File: src/rtl/herm_rmv_pkg.sv
// Shared types and sizing helpers for the Hermitian-remover frame sequencer.
package herm_rmv_pkg;

  // Controller states; CLEAR re-arms the remover through tx_done.
  typedef enum logic [2:0] {
    StClear,
    StIdle,
    StLoad,
    StWaitFull,
    StDrain
  } state_e;

  // Words written per burst.
  function automatic int unsigned n_in(input int unsigned fft_point, input int unsigned sym_num);
    return fft_point * sym_num;
  endfunction

  // Active-subcarrier words read back per burst.
  function automatic int unsigned n_out(input int unsigned active_sc, input int unsigned sym_num);
    return active_sc * sym_num;
  endfunction

  // Bits needed to hold 0..max_val.
  function automatic int unsigned cnt_w(input int unsigned max_val);
    return (max_val < 2) ? 1 : $clog2(max_val + 1);
  endfunction

  // Widths for the default 64-point, 12-symbol, 28-subcarrier configuration.
  localparam int unsigned InCntW = cnt_w(n_in(64, 12));   // 10
  localparam int unsigned RdCntW = cnt_w(n_out(28, 12));  // 9
  localparam int unsigned TimerW = cnt_w(2048 - 1);       // 11

endpackage

File: src/rtl/herm_rmv_skid_fifo.sv
// Small synchronous FIFO absorbing remover read returns while downstream stalls.
module herm_rmv_skid_fifo
  import herm_rmv_pkg::*;
#(
  parameter int unsigned Depth = 4,
  parameter int unsigned Width = 17
) (
  input  logic                      clk_i,
  input  logic                      rst_i,
  input  logic                      push_i,
  input  logic [Width-1:0]          wdata_i,
  input  logic                      pop_i,
  output logic [Width-1:0]          rdata_o,
  output logic                      valid_o,
  output logic [cnt_w(Depth)-1:0]   count_o
);

  localparam int unsigned CntW = cnt_w(Depth);
  localparam int unsigned PtrW = (Depth > 1) ? $clog2(Depth) : 1;
  localparam logic [CntW-1:0] CntFull = CntW'(Depth);
  localparam logic [PtrW-1:0] PtrLast = PtrW'(Depth - 1);

  logic [Width-1:0] mem_q [Depth];
  logic [PtrW-1:0]  wr_ptr_q, wr_ptr_d;
  logic [PtrW-1:0]  rd_ptr_q, rd_ptr_d;
  logic [CntW-1:0]  count_q, count_d;
  logic             do_push, do_pop;

  // Guarded handshakes and pointer/count next state.
  always_comb begin
    do_push  = push_i && (count_q != CntFull);
    do_pop   = pop_i && (count_q != '0);
    wr_ptr_d = wr_ptr_q;
    rd_ptr_d = rd_ptr_q;
    count_d  = count_q;
    if (do_push) begin
      wr_ptr_d = (wr_ptr_q == PtrLast) ? '0 : wr_ptr_q + 1'b1;
    end
    if (do_pop) begin
      rd_ptr_d = (rd_ptr_q == PtrLast) ? '0 : rd_ptr_q + 1'b1;
    end
    unique case ({do_push, do_pop})
      2'b10:   count_d = count_q + 1'b1;
      2'b01:   count_d = count_q - 1'b1;
      default: count_d = count_q;
    endcase
  end

  // Pointer and occupancy registers; reset flushes the FIFO.
  always_ff @(posedge clk_i) begin
    if (rst_i) begin
      wr_ptr_q <= '0;
      rd_ptr_q <= '0;
      count_q  <= '0;
    end else begin
      wr_ptr_q <= wr_ptr_d;
      rd_ptr_q <= rd_ptr_d;
      count_q  <= count_d;
    end
  end

  // Storage needs no reset; contents are only visible while count is nonzero.
  always_ff @(posedge clk_i) begin
    if (do_push) begin
      mem_q[wr_ptr_q] <= wdata_i;
    end
  end

  assign rdata_o = mem_q[rd_ptr_q];
  assign valid_o = (count_q != '0);
  assign count_o = count_q;

endmodule

File: src/rtl/herm_rmv_ctrl.sv
// Frame sequencer: loads one FFT burst into the remover, waits for it to fill,
// then drains the active subcarriers downstream and re-arms the remover.
module herm_rmv_ctrl
  import herm_rmv_pkg::*;
#(
  parameter int unsigned FFT_POINT = 64,
  parameter int unsigned SYM_NUM   = 12,
  parameter int unsigned ACTIVE_SC = 28,
  parameter int unsigned DW        = 16,
  parameter int unsigned READ_LAT  = 3,
  parameter int unsigned TIMEOUT   = 2048
) (
  input  logic          clk,
  input  logic          rst,
  input  logic          s_valid,
  input  logic [DW-1:0] s_data,
  output logic          s_ready,
  output logic [DW-1:0] rmv_din,
  output logic          rmv_wren,
  output logic          rmv_tx_done,
  output logic [8:0]    rmv_read_ptr,
  input  logic          rmv_out_buff_full,
  input  logic [DW-1:0] rmv_dout,
  output logic          m_valid,
  output logic [DW-1:0] m_data,
  output logic          m_last,
  input  logic          m_ready,
  output logic          busy,
  output logic          frame_done,
  output logic          err_timeout
);

  localparam int unsigned NIn       = n_in(FFT_POINT, SYM_NUM);
  localparam int unsigned NOut      = n_out(ACTIVE_SC, SYM_NUM);
  localparam int unsigned InW       = cnt_w(NIn);
  localparam int unsigned RdW       = cnt_w(NOut);
  localparam int unsigned TmrW      = cnt_w(TIMEOUT - 1);
  localparam int unsigned FifoDepth = READ_LAT + 1;
  localparam int unsigned FifoCntW  = cnt_w(FifoDepth);

  localparam logic [InW-1:0]    InLast  = InW'(NIn - 1);
  localparam logic [InW-1:0]    InMax   = InW'(NIn);
  localparam logic [RdW-1:0]    RdLast  = RdW'(NOut - 1);
  localparam logic [RdW-1:0]    RdMax   = RdW'(NOut);
  localparam logic [TmrW-1:0]   TmrLast = TmrW'(TIMEOUT - 1);
  localparam logic [FifoCntW:0] SlotMax = (FifoCntW + 1)'(FifoDepth);

  state_e              state_q, state_d;
  logic [InW-1:0]      in_cnt_q, in_cnt_d;
  logic [RdW-1:0]      rd_cnt_q, rd_cnt_d;
  logic [TmrW-1:0]     timer_q, timer_d;
  logic                err_q, err_d;
  logic                frame_done_q, frame_done_d;
  logic [8:0]          ptr_q, ptr_d;
  logic [READ_LAT-1:0] vld_q, vld_d;  // reads in flight through the remover
  logic [READ_LAT-1:0] lst_q, lst_d;  // matching last-word tags

  logic                s_hs, issue, push, pop;
  logic [DW:0]         fifo_rdata;
  logic                fifo_valid;
  logic [FifoCntW-1:0] fifo_count;
  logic [FifoCntW:0]   used_slots;

  // Stream-side handshakes, read credit and remover-facing outputs.
  always_comb begin
    s_ready = !rst && ((state_q == StIdle) || ((state_q == StLoad) && (in_cnt_q < InMax)));
    s_hs    = s_valid && s_ready;
    pop     = fifo_valid && m_ready;
    push    = vld_q[READ_LAT-1];
    // A word popped this cycle frees its slot, so it is not counted against the credit;
    // this keeps one read per cycle in flight while m_ready stays high.
    used_slots = {1'b0, fifo_count} + (FifoCntW + 1)'($countones(vld_q))
                 - (FifoCntW + 1)'(pop);
    issue = (state_q == StDrain) && (rd_cnt_q < RdMax) && (used_slots < SlotMax);
    rmv_read_ptr = issue ? 9'(rd_cnt_q) : ptr_q;
    rmv_wren     = s_hs;
    rmv_din      = s_data;
    // The remover has no reset of its own, so reset also holds it cleared.
    rmv_tx_done  = rst || (state_q == StClear);
    busy         = !rst && (state_q != StIdle);
  end

  // Next-state logic for the sequencer and its counters.
  always_comb begin
    state_d      = state_q;
    in_cnt_d     = in_cnt_q;
    rd_cnt_d     = rd_cnt_q;
    timer_d      = timer_q;
    err_d        = err_q;
    frame_done_d = 1'b0;
    ptr_d        = issue ? 9'(rd_cnt_q) : ptr_q;
    vld_d        = vld_q << 1;
    vld_d[0]     = issue;
    lst_d        = lst_q << 1;
    lst_d[0]     = issue && (rd_cnt_q == RdLast);

    unique case (state_q)
      StClear: begin
        state_d = StIdle;
      end
      StIdle: begin
        if (s_hs) begin
          err_d    = 1'b0;
          in_cnt_d = InW'(1);
          state_d  = StLoad;
        end
      end
      StLoad: begin
        if (s_hs) begin
          in_cnt_d = in_cnt_q + 1'b1;
          if (in_cnt_q == InLast) begin
            timer_d = '0;
            state_d = StWaitFull;
          end
        end
      end
      StWaitFull: begin
        if (rmv_out_buff_full) begin
          rd_cnt_d = '0;
          state_d  = StDrain;
        end else if (timer_q == TmrLast) begin
          err_d   = 1'b1;
          state_d = StClear;
        end else begin
          timer_d = timer_q + 1'b1;
        end
      end
      StDrain: begin
        if (issue) begin
          rd_cnt_d = rd_cnt_q + 1'b1;
        end
        if (pop && fifo_rdata[DW]) begin
          frame_done_d = 1'b1;
          state_d      = StClear;
        end
      end
      default: begin
        state_d = StClear;
      end
    endcase

    if (state_q != StDrain) begin
      vld_d = '0;
      lst_d = '0;
    end
  end

  // State and counter registers with synchronous reset.
  always_ff @(posedge clk) begin
    if (rst) begin
      state_q      <= StClear;
      in_cnt_q     <= '0;
      rd_cnt_q     <= '0;
      timer_q      <= '0;
      err_q        <= 1'b0;
      frame_done_q <= 1'b0;
      ptr_q        <= '0;
      vld_q        <= '0;
      lst_q        <= '0;
    end else begin
      state_q      <= state_d;
      in_cnt_q     <= in_cnt_d;
      rd_cnt_q     <= rd_cnt_d;
      timer_q      <= timer_d;
      err_q        <= err_d;
      frame_done_q <= frame_done_d;
      ptr_q        <= ptr_d;
      vld_q        <= vld_d;
      lst_q        <= lst_d;
    end
  end

  herm_rmv_skid_fifo #(
    .Depth (FifoDepth),
    .Width (DW + 1)
  ) u_fifo (
    .clk_i   (clk),
    .rst_i   (rst),
    .push_i  (push),
    .wdata_i ({lst_q[READ_LAT-1], rmv_dout}),
    .pop_i   (pop),
    .rdata_o (fifo_rdata),
    .valid_o (fifo_valid),
    .count_o (fifo_count)
  );

  assign m_valid     = fifo_valid;
  assign m_data      = fifo_rdata[DW-1:0];
  assign m_last      = fifo_valid && fifo_rdata[DW];
  assign frame_done  = frame_done_q;
  assign err_timeout = err_q;

endmodule

File: config.mk
export PLATFORM = sky130hd
export DESIGN_NAME = herm_rmv_ctrl
export DESIGN_NICKNAME = d
export VERILOG_FILES = /design/src/rtl/herm_rmv_pkg.sv /design/src/rtl/herm_rmv_skid_fifo.sv /design/src/rtl/herm_rmv_ctrl.sv
export SDC_FILE = /design/constraint.sdc
export NUM_CORES = 1
export LEC_CHECK = 0
export BUFFER_PORTS_ARGS = -buffer_cell sky130_fd_sc_hd__clkbuf_2
export CAP_MARGIN = 20
export CORE_ASPECT_RATIO = 2
export CORE_UTILIZATION = 45
export CTS_CLUSTER_SIZE = 8
export DETAILED_ROUTE_END_ITERATION = 8
export HOLD_SLACK_MARGIN = 0.08
export PLACE_DENSITY = 0.73
export RECOVER_POWER = 100
export SYNTH_ARGS = -nofsm -noshare
export SYNTH_HDL_FRONTEND = slang
export SYNTH_HIERARCHICAL = 1
export SYNTH_SLANG_ARGS = --single-unit
File: constraint.sdc
create_clock -name clk -period 4.72 [get_ports clk]
set_input_delay 0.472 -clock clk [delete_from_list [all_inputs] [get_ports clk]]
set_output_delay 0.472 -clock clk [all_outputs]
set_load 0.02 [all_outputs]
==> qor.txt, run 1 <==
Outcome -> finished, violations left
Failing checks -> max-capacitance violations
Critical path peak fanout -> 16
Share of layout cells above drive strength 1 -> 17.60%
Worst path slowest cell -> and2_1
WL/cell -> 16.20 um
Cell Chain, Critical Path -> or3_2, and2_0, xor2_1, fa_1, ha_1, or2_2, o32ai_2, and2_1, mux2_2, clkbuf_2
Multi-input gate area -> 0.002100 sq mm
CP max stage delay -> 0.58 ns
Clock tree buffer depth -> 2
Synth Flop Type -> edfxtp_1
Setup_tns -> 0 ns
Synth area leader -> edfxtp_1
Syn Std Cell Area -> 0.005662 sq mm
Die W -> 81.32 um
Vias/cell -> 5.575
Post-CTS Setup Repair Bufs -> 0
Distinct cells, synth -> 68
Post-synth top area share -> 36.07%
Peak VDD IR -> 0.0002574 V
Reg area -> 0.003223 sq mm
Dpl cells -> 615
Chip Height -> 160.6 um
Resize count post-CTS -> 0
Most frequent cell after synthesis -> edfxtp_1
Total GRT Usage -> 17.47%
Seq/Total Area, Yosys -> 56.93%
Post-synth EDFFs -> 68
Crit. End Element -> output pin
Port bufs -> 53
Placer Congestion -> 0.8351
Pre-Repair DR Iteration Count -> 5
Mapped Cells -> 447
Htree depth -> 4
Lkg Pwr -> 2.300 nW
Antenna violations before repair -> 0
Final nets -> 539
Crit path DAT -> 3.99 ns
Clock latency on the worst-skew pair -> 0.41 ns
Root buffer cell -> clkbuf_16
Initial Utilization -> 46.42%
Total number of vias -> 3607
Yosys warnings -> 6
# setup viols final -> 0
Tmin final -> 4.464 ns
Max-capacitance violation count -> 1
Setup CP Type -> flop to output pin
Fin cells -> 647
Die area -> 0.01306 sq mm
TritonCTS clock tree -> done
Final hold violations -> 0
Commonest cells in the netlist -> edfxtp_1 (68), dfxtp_1 (59), nor2_1 (24)
Pin count of the biggest net entering global routing -> 32
Grt ovf -> 0
# DRC -> 0
Detailed-placement wirelength estimate -> 7.276 mm
Startpoint Class -> flop
Hold_buf cts -> 0
Filler Cell Count -> 1059
Worst slew margin -> 0.9363%
RSZ-0062 raised after global routing -> no
Fmax -> 224.0 MHz
Core ar. -> 0.01220 sq mm
Vias in the first global route -> 3680
Ys async rst share -> 0%
Pwr dens -> 416.3 mW/mm^2
Total power -> 2.699 mW
CTS clk-pin slew, worst paths -> 0.06 ns
Total CTS buffers -> 17
Worst hold path type -> primary input to flop
Layout Skew -> 0.006515 ns
Site row count -> 57
First-pass GRT wire length -> 17.34 mm
Slew @ Worst Pin -> 1.486 ns
CTS sink count -> 127
Yosys reg bits -> 127
DRT antenna net count -> 0
Layout area overhead -> 14.50%
Fin crit share -> 94.57%
Iter 0 DRT Violations -> 153
Worst EP required -> 4.25 ns
Routed wire length -> 10.48 mm
Avg Cell Area, Syn -> 12.67 sq um
Ports -> 86
Final Max Tran Viols -> 0
Ant. Diodes -> 0
Util after Layout -> 53.15%
Top cells by area, synth -> edfxtp_1 (36%), dfxtp_1 (21%), mux4_2 (6.8%), ha_1 (2.9%), buf_4 (2.5%)
Syn_nets -> 499
-- worst paths after layout --
check | start | endpoint | slack, ns | cells after the start
hold reg to reg | lst_q[0] | lst_q[1] | 0.47 | 1
setup / recovery | u_fifo/count_o[0] | rmv_read_ptr[5] | 0.26 | 10
hold / removal | rmv_dout[4] | u_fifo/mem_q[3][4] | 0.33 | 1
setup reg to reg | u_fifo/count_o[0] | ptr_q[5] | 1.02 | 10
-- where the power goes --
part	internal (mW)	total [mW]	leakage (nW)	switching [mW]
sequential	1.16	1.17	1.08	0.00713
combinational	0.0165	0.0534	0.891	0.0369
clock	0.959	1.47	0.327	0.515
-- cell families after synthesis --
| group | Yosys count | share of synthesized area [%] |
|---|---|---|
| AND/OR/NAND/NOR | 140 | 14.56 |
| flip-flops | 127 | 56.93 |
| AO/OA/AOI/OAI | 73 | 8.973 |
| buffers and inverters | 54 | 5.436 |
| multiplexers | 31 | 9.437 |
| adder cells (fa/ha/maj) | 15 | 3.580 |
| XOR/XNOR | 7 | 1.083 |
-- metal layers --
layer	routed length (um)	vias to the layer above	GRT usage, %
li1	-	1741	-
met1	3975	1777	17.76
met2	5981	80	31.52
met3	395	9	4.943
met4	127	0	8.036
met5	0	-	0
-- metrics by stage --
step / cell area [sq um] / hold WS (ns) / setup WS [ns]
5_1_grt: 6482 / 0.3311 / 0.05407
6_report: 6482 / 0.3318 / 0.2562
4_1_cts: 6565 / 0.2698 / 0.1879
2_1_floorplan: 5662 / 0.4367 / 1.025
3_5_place_dp: 5893 / 0.4462 / 0.6479
3_3_place_gp: 5893 / 0.4401 / 0.7404
-- placed cells by master (no fill, tap or decap), types with 3 or more instances in the layout --
cell type   n
nor3_1      6
and2_1     13
and3_1     17
inv_6       4
inv_8       4
a21oi_1    20
o22ai_1     3
nand4_1     7
o31ai_1     5
nand3_1    15
clkbuf_16  17
clkbuf_2   12
clkbuf_1   41
mux2_2      8
or3_1       3
o21ai_0    15
dfxtp_1    59
mux2i_1     5
ha_1       13
edfxtp_1   68
nand2b_1   11
bufinv_16   5
mux4_2     17
and2_0      4
a31oi_1     9
nor2_1     24
xor2_1      6
nand2_1    17
inv_1      20
-- cell type report --
type                    count  area share, %
clock inverters            15          3.802
flip-flops and latches    127          49.72
clock buffers              17          6.562
multi-input cells         266          32.39
well taps                 147          2.837
repair buffers             55          3.532
inverters                  20          1.158
-- registers in the layout, summed over array words and instances, names as in the netlist, 2 cells and up, named ones only --
name             count
timer_q             11
state_q              3
u_fifo/rd_ptr_q      2
u_fifo/wr_ptr_q      2
in_cnt_q            10
u_fifo/mem_q        68
ptr_q                9
lst_q                3
vld_q                3
u_fifo/count_o       3
rd_cnt_q             9
-- worst max-delay path: cells and delay by family (launching register included) --
kind            cells  cell delay (ns)
compound gates      1             0.29
xor+xnor            1             0.18
fa+ha+maj           2             0.57
buf+inv             1             0.16
flops               1             0.37
mux                 1             0.42
simple gates        4             1.60
(Power assumes the default switching activity.)
==> run 2: changes to the inputs <==
- CORE_UTILIZATION: 45 -> 30
- PLACE_DENSITY: 0.73 -> 0.55
==> qor.txt, run 2 (same netlist as run 1, synthesis figures left out) <==
Reg-to-reg critical path startpoint -> u_fifo/count_o[1]
First-pass GRT wire length -> 19.09 mm (+10%)
GRT met2 Usage -> 24.04% (-7.5 points)
Hold_buf cts -> 0 (unchanged)
Setup CP Type -> flop to output pin
Pin count of the biggest net entering global routing -> 32 (unchanged)
Htree depth -> 4 (unchanged)
Detailed-placement wirelength estimate -> 7.940 mm (+9.1%)
Worst EP required -> 4.25 ns (about the same)
# DRC -> 0 (unchanged)
Post-CTS Setup Repair Bufs -> 0 (unchanged)
Vias in the first global route -> 3871 (+5.2%)
TritonCTS clock tree -> done
Grt ovf -> 0 (unchanged)
Top Family by Delay on Critical Path -> simple AND/OR/NAND/NOR gates
Pwr dens -> 386.6 mW/mm^2 (-7.1%)
GR Util met3 -> 2.886% (-2.1 points)
Initial Utilization -> 30.78% (-16 points)
Cell Chain, Critical Path -> or3_2, and2_0, xor2_1, fa_1, ha_1, and3_1, o32ai_2, and2_1, mux2_2, clkbuf_1
Vias/cell -> 5.066 (-9.1%)
Placer Congestion -> 0.8302 (-0.59%)
DRT antenna net count -> 0 (unchanged)
Ant. Diodes -> 0 (unchanged)
Resize count post-CTS -> 0 (unchanged)
Final Max Tran Viols -> 32 (+32)
CP max stage delay -> 0.53 ns (-0.05 ns)
Switching portion of total power -> 21.56% (+0.85 points)
Iter 0 DRT Violations -> 89 (-42%)
GRT Max-Usage Layer -> met2
M1 GR Usage -> 12.62% (-5.1 points)
Sequential power share -> 46.9% (+3.5 points)
Biggest regs -> u_fifo/mem_q: 68 flops, timer_q: 11 flops, in_cnt_q: 10 flops
Core ar. -> 0.01839 sq mm (+51%)
Most frequent cells in the layout -> edfxtp_1 (68), dfxtp_1 (59), clkbuf_1 (47)
Slew @ Worst Pin -> 1.568 ns (+0.08175 ns)
Worst slew margin -> -4.514% (-5.4 points)
Worst path slowest cell -> and2_1
Tmin final -> 4.429 ns (-0.03467 ns)
Lkg Pwr -> 2.243 nW (-2.5%)
Clock tree buffer depth -> 2 (unchanged)
Final hold violations -> 0 (unchanged)
Startpoint Class -> flop
Fmax -> 225.8 MHz (+0.78%)
Die W -> 99.14 um (+22%)
Top reg by flops -> u_fifo/mem_q
Outcome -> finished, violations left
Share of layout cells above drive strength 1 -> 15.37% (-2.2 points)
CTS sink count -> 127 (unchanged)
Total number of vias -> 3632 (+0.69%)
Final nets -> 540 (+0.19%)
Most common cell after layout, fill and taps aside -> edfxtp_1
Critical path peak fanout -> 12 (-4)
CTS clk-pin slew, worst paths -> 0.06 ns (about the same)
Sw Pwr -> 0.5383 mW (-3.6%)
Max reg flops -> 68 (unchanged)
Util after Layout -> 35.12% (-18 points)
Logic pwr share -> 2.2% (+0.2 points)
Layout Skew -> 0.008861 ns (+0.002345 ns)
Clock latency on the worst-skew pair -> 0.41 ns (about the same)
Hold wc startpoint -> rmv_dout[0]
Die area -> 0.01946 sq mm (+49%)
Fin crit share -> 93.84% (-0.73 points)
Port bufs -> 53 (unchanged)
Max-capacitance violation count -> 1 (unchanged)
Total GRT Usage -> 12.56% (-4.9 points)
RSZ-0062 raised after global routing -> no
Crit. End Element -> output pin
Clock share of power -> 50.9% (-3.7 points)
Chip Height -> 196.3 um (+22%)
P_int -> 1.959 mW (-8.5%)
Crit path buf inv count -> 1 (unchanged)
Antenna violations before repair -> 0 (unchanged)
Site row count -> 70 (+23%)
Layout area overhead -> 14.08%
Pre-Repair DR Iteration Count -> 4 (-1)
Ports -> 86 (unchanged)
Total CTS buffers -> 17 (unchanged)
Critical Path Start -> u_fifo/count_o[1]
Peak VDD IR -> 0.0002271 V (-12%)
WL/cell -> 16.16 um (-0.21%)
Failing checks -> max-capacitance violations, max-slew violations
Crit path DAT -> 3.96 ns (-0.03 ns)
Setup_tns -> 0 ns (unchanged)
Routed wire length -> 11.59 mm (+11%)
# setup viols final -> 0 (unchanged)
Worst hold path type -> primary input to flop
Root buffer cell -> clkbuf_16
-- run 2: changes by cell type in the layout (fill, tap and decap cells not counted), sizes merged --
| cell | change |
|---|---|
| inv | -5 |
| buf | -1 |
| clkinvlp | +1 |
| clkinv | +6 |
| bufinv | -3 |
| clkbuf | +3 |
-- run 2: final timing paths --
| check | slack [ns] | end | depth (start not counted) |
|---|---|---|---|
| max reg2reg | 0.91 | lst_q[0] | 11 |
| min reg2reg | 0.45 | lst_q[1] | 1 |
| min | 0.31 | u_fifo/mem_q[3][0] | 1 |
| max | 0.29 | rmv_read_ptr[1] | 10 |
-- run 2: layout make-up --
type / instances / area (sq um)
repair buffers: 56 / 225.2
flip-flops and latches: 127 / 3223
multi-input cells: 266 / 2093
well taps: 216 / 270.3
fillers: 1844 / 11930
clock inverters: 14 / 142.6
clock buffers: 18 / 429.2
inverters: 20 / 75.07
-- run 2: stage by stage --
stage	hold slack, ns	std cells	worst slack, ns	cell area, sq um	power (mW)
2_1_floorplan	0.4367	447	1.025	5662	1.249
6_report	0.3123	717	0.2909	6459	2.497
3_3_place_gp	0.4417	685	0.7956	5987	1.252
3_5_place_dp	0.4451	685	0.6815	5987	1.254
4_1_cts	0.2675	717	0.2448	6559	2.532
5_1_grt	0.3260	717	0.07453	6459	2.571
-- run 2: worst register-to-register path: cells and delay by family, from the launching register on --
kind | cells | cell delay [ns]
AOI/OAI and AO/OA | 1 | 0.33
buffers and inverters | 1 | 0.26
xor gates and xnor gates | 1 | 0.18
DFF | 1 | 0.35
adders and majority gates | 2 | 0.67
and+or+nand+nor | 6 | 1.94
-- run 2: power groups by stage --
stage               registers [mW]  clock network (mW)  logic, mW
floorplan                     1.19                   0     0.0589
global placement              1.20                   0     0.0566
detailed placement            1.20                   0     0.0586
CTS                           1.17                1.30     0.0590
global route                  1.17                1.34     0.0599
finish                        1.17                1.27     0.0542
-- run 2: per-layer routing --
metal,routed length [um],up-vias
met5,0,-
met4,220,0
met3,392,18
met2,6433,79
met1,4543,1792
li1,-,1743
==> run 3: changes to the inputs <==
- ABC_AREA: unset -> 1
- CORE_MARGIN: unset -> 2
- PLACE_DENSITY: 0.55 -> 0.54
==> qor.txt, run 3 <==
Core ar. -> 0.02028 sq mm (+10%)
Synth area leader -> edfxtp_1
Cell Chain, Critical Path -> nor2_1, nand2_1, nand2_1, inv_1, nand2_1, nand2_1, fa_1, ha_1, nand3_1, nand2_1, nand2_1, nand2_1, inv_1, nand3_4, o21ai_0, clkbuf_1
Grt ovf -> 0 (unchanged)
Seq/Total Area, Yosys -> 52.55% (-4.4 points)
Htree depth -> 4 (unchanged)
Worst slew margin -> 17.69% (+22 points)
Clock latency on the worst-skew pair -> 0.41 ns (about the same)
Chip Height -> 206.2 um (+5.1%)
Mapped Cells -> 675 (+51%)
Site row count -> 74 (+5.7%)
Most frequent CP cell -> nand2_1
Max-capacitance violation count -> 0 (-1)
Vias/cell -> 4.456 (-12%)
Share of layout cells above drive strength 1 -> 10.68% (-4.7 points)
Pwr dens -> 417.3 mW/mm^2 (+7.9%)
Lkg Pwr -> 2.622 nW (+17%)
Avg Cell Area, Syn -> 9.086 sq um (-28%)
Yosys warnings -> 6 (unchanged)
Resize count post-CTS -> 0 (unchanged)
Worst hold path type -> primary input to flop
WL/cell -> 13.04 um (-19%)
Fin crit share -> 76.64% (-17 points)
Peak VDD IR -> 0.0001750 V (-23%)
Post-synth EDFFs -> 68 (unchanged)
Setup_tns -> 0 ns (unchanged)
Most frequent cell after synthesis -> nand2_1
Critical path peak fanout -> 25 (+13)
Crit path DAT -> 3.15 ns (-0.81 ns)
Pin count of the biggest net entering global routing -> 35 (+9.4%)
Synth Flop Type -> edfxtp_1
CTS clk-pin slew, worst paths -> 0.06 ns (about the same)
CP max stage delay -> 0.36 ns (-0.17 ns)
DRT antenna net count -> 0 (unchanged)
Top cells by area, synth -> edfxtp_1 (33%), dfxtp_1 (19%), nand2_1 (6.2%), nor2_1 (6.1%), inv_1 (5.0%)
Most common cell after layout, fill and taps aside -> nand2_1
Worst path slowest cell -> fa_1
Post-synth top area share -> 33.29% (-2.8 points)
Antenna violations before repair -> 0 (unchanged)
Root buffer cell -> clkbuf_16
Vias in the first global route -> 4445 (+15%)
Pre-Repair DR Iteration Count -> 6 (+2)
Initial Utilization -> 30.25% (-0.53 points)
Placer Congestion -> 0.7491 (-9.8%)
Total number of vias -> 4438 (+22%)
RSZ-0062 raised after global routing -> no
Biggest regs -> u_fifo/mem_q: 68 flops, timer_q: 11 flops, in_cnt_q: 10 flops
Most frequent cells in the layout -> nand2_1 (106), nor2_1 (102), inv_1 (82)
# DRC -> 0 (unchanged)
Layout area overhead -> 13.20%
Ant. Diodes -> 0 (unchanged)
Routed wire length -> 12.99 mm (+12%)
CTS sink count -> 127 (unchanged)
Final instance area -> 0.006943 sq mm (+7.5%)
Port bufs -> 53 (unchanged)
Slew @ Worst Pin -> 1.235 ns (-0.3331 ns)
Util after Layout -> 34.24% (-0.88 points)
Layout Skew -> 0.006679 ns (-0.002182 ns)
Ys async rst share -> 0% (unchanged)
Detailed-placement wirelength estimate -> 9.167 mm (+15%)
Final hold violations -> 0 (unchanged)
Total GRT Usage -> 12.59% (+0.032 points)
Die W -> 105.1 um (+6.0%)
Worst EP required -> 4.25 ns (about the same)
Final nets -> 769 (+42%)
Setup CP Type -> flop to output pin
Post-CTS Setup Repair Bufs -> 0 (unchanged)
Ports -> 86 (unchanged)
Startpoint Class -> flop
TritonCTS clock tree -> done
Syn_nets -> 727 (+46%)
Top reg by flops -> u_fifo/mem_q
Outcome -> completed
Final Max Tran Viols -> 0 (-100%)
Area post-placement -> 0.006490 sq mm (+8.4%)
First-pass GRT wire length -> 21.29 mm (+12%)
Distinct cells, synth -> 40 (-41%)
Commonest cells in the netlist -> nand2_1 (102), nor2_1 (100), inv_1 (81)
Yosys reg bits -> 127 (unchanged)
Syn Std Cell Area -> 0.006133 sq mm (+8.3%)
Fmax -> 276.4 MHz (+22%)
Crit. End Element -> output pin
Iter 0 DRT Violations -> 121 (+36%)
Die area -> 0.02167 sq mm (+11%)
Max reg flops -> 68 (unchanged)
Hold_buf cts -> 0 (unchanged)
Tmin final -> 3.617 ns (-0.8117 ns)
Total CTS buffers -> 17 (unchanged)
# setup viols final -> 0 (unchanged)
Clock tree buffer depth -> 2 (unchanged)
-- run 3: logic make-up (layout without fill, tap and decap cells) --
family,count (synthesis),after routing,share of synthesized area (%)
xor+xnor,7,7,0.9996
buf+inv,125,180,10.28
simple gates,290,290,22.44
flops,127,127,52.55
fa+ha+maj,15,15,3.305
compound gates,111,111,10.42
-- run 3: worst max-delay path, delay by kind of cell, from the launching register on --
| kind | cells | cell delay [ns] |
|---|---|---|
| AND/OR/NAND/NOR | 10 | 1.04 |
| adder cells (fa/ha/maj) | 2 | 0.64 |
| buffers and inverters | 3 | 0.43 |
| flip-flops | 1 | 0.33 |
| AO/OA/AOI/OAI | 1 | 0.29 |
-- run 3: worst paths after layout --
path / start / end / slack, ns / cells after the start
max: u_fifo/count_o[1] / rmv_read_ptr[8] / 1.10 / 16
min: rmv_dout[13] / u_fifo/mem_q[3][13] / 0.32 / 1
max reg2reg: flop / state_q[0] / 1.68 / 11
min reg2reg: lst_q[0] / lst_q[1] / 0.41 / 2
-- run 3: layout make-up --
cell class	count	area [sq um]
Timing Repair Buffer	59	237.7
Multi-Input combinational cell	423	2210
Clock buffer	18	439.2
Inverter	89	344.1
Fill cell	2096	13330
Tap cell	266	332.8
Clock inverter	14	156.4
Sequential cell	127	3223
-- run 3: report_power, final --
part | total, mW | switching (mW) | internal [mW] | leakage [nW]
Clock | 1.30 | 0.504 | 0.801 | 0.286
Sequential | 1.23 | 0.0370 | 1.20 | 1.09
Combinational | 0.361 | 0.256 | 0.104 | 1.25
-- run 3: metal layers --
metal	part of all wire (%)	up-vias	routed length, um	global-route usage [%]
met4	2.3	0	301	6.333
met2	57	81	7369	25.51
met3	3.4	19	442	2.838
li1	-	2295	-	-
met5	0	-	0	0
met1	38	2043	4872	11.34
-- run 3: per-stage QoR --
step	total power, mW	worst slack (ns)	cells	hold slack, ns
CTS	2.971	1.076	996	0.2545
detailed placement	1.649	1.535	964	0.3972
floorplan	1.581	1.667	675	0.3936
global route	3.033	0.6763	996	0.3208
global placement	1.646	1.604	964	0.3994
finish	2.897	1.103	996	0.3226
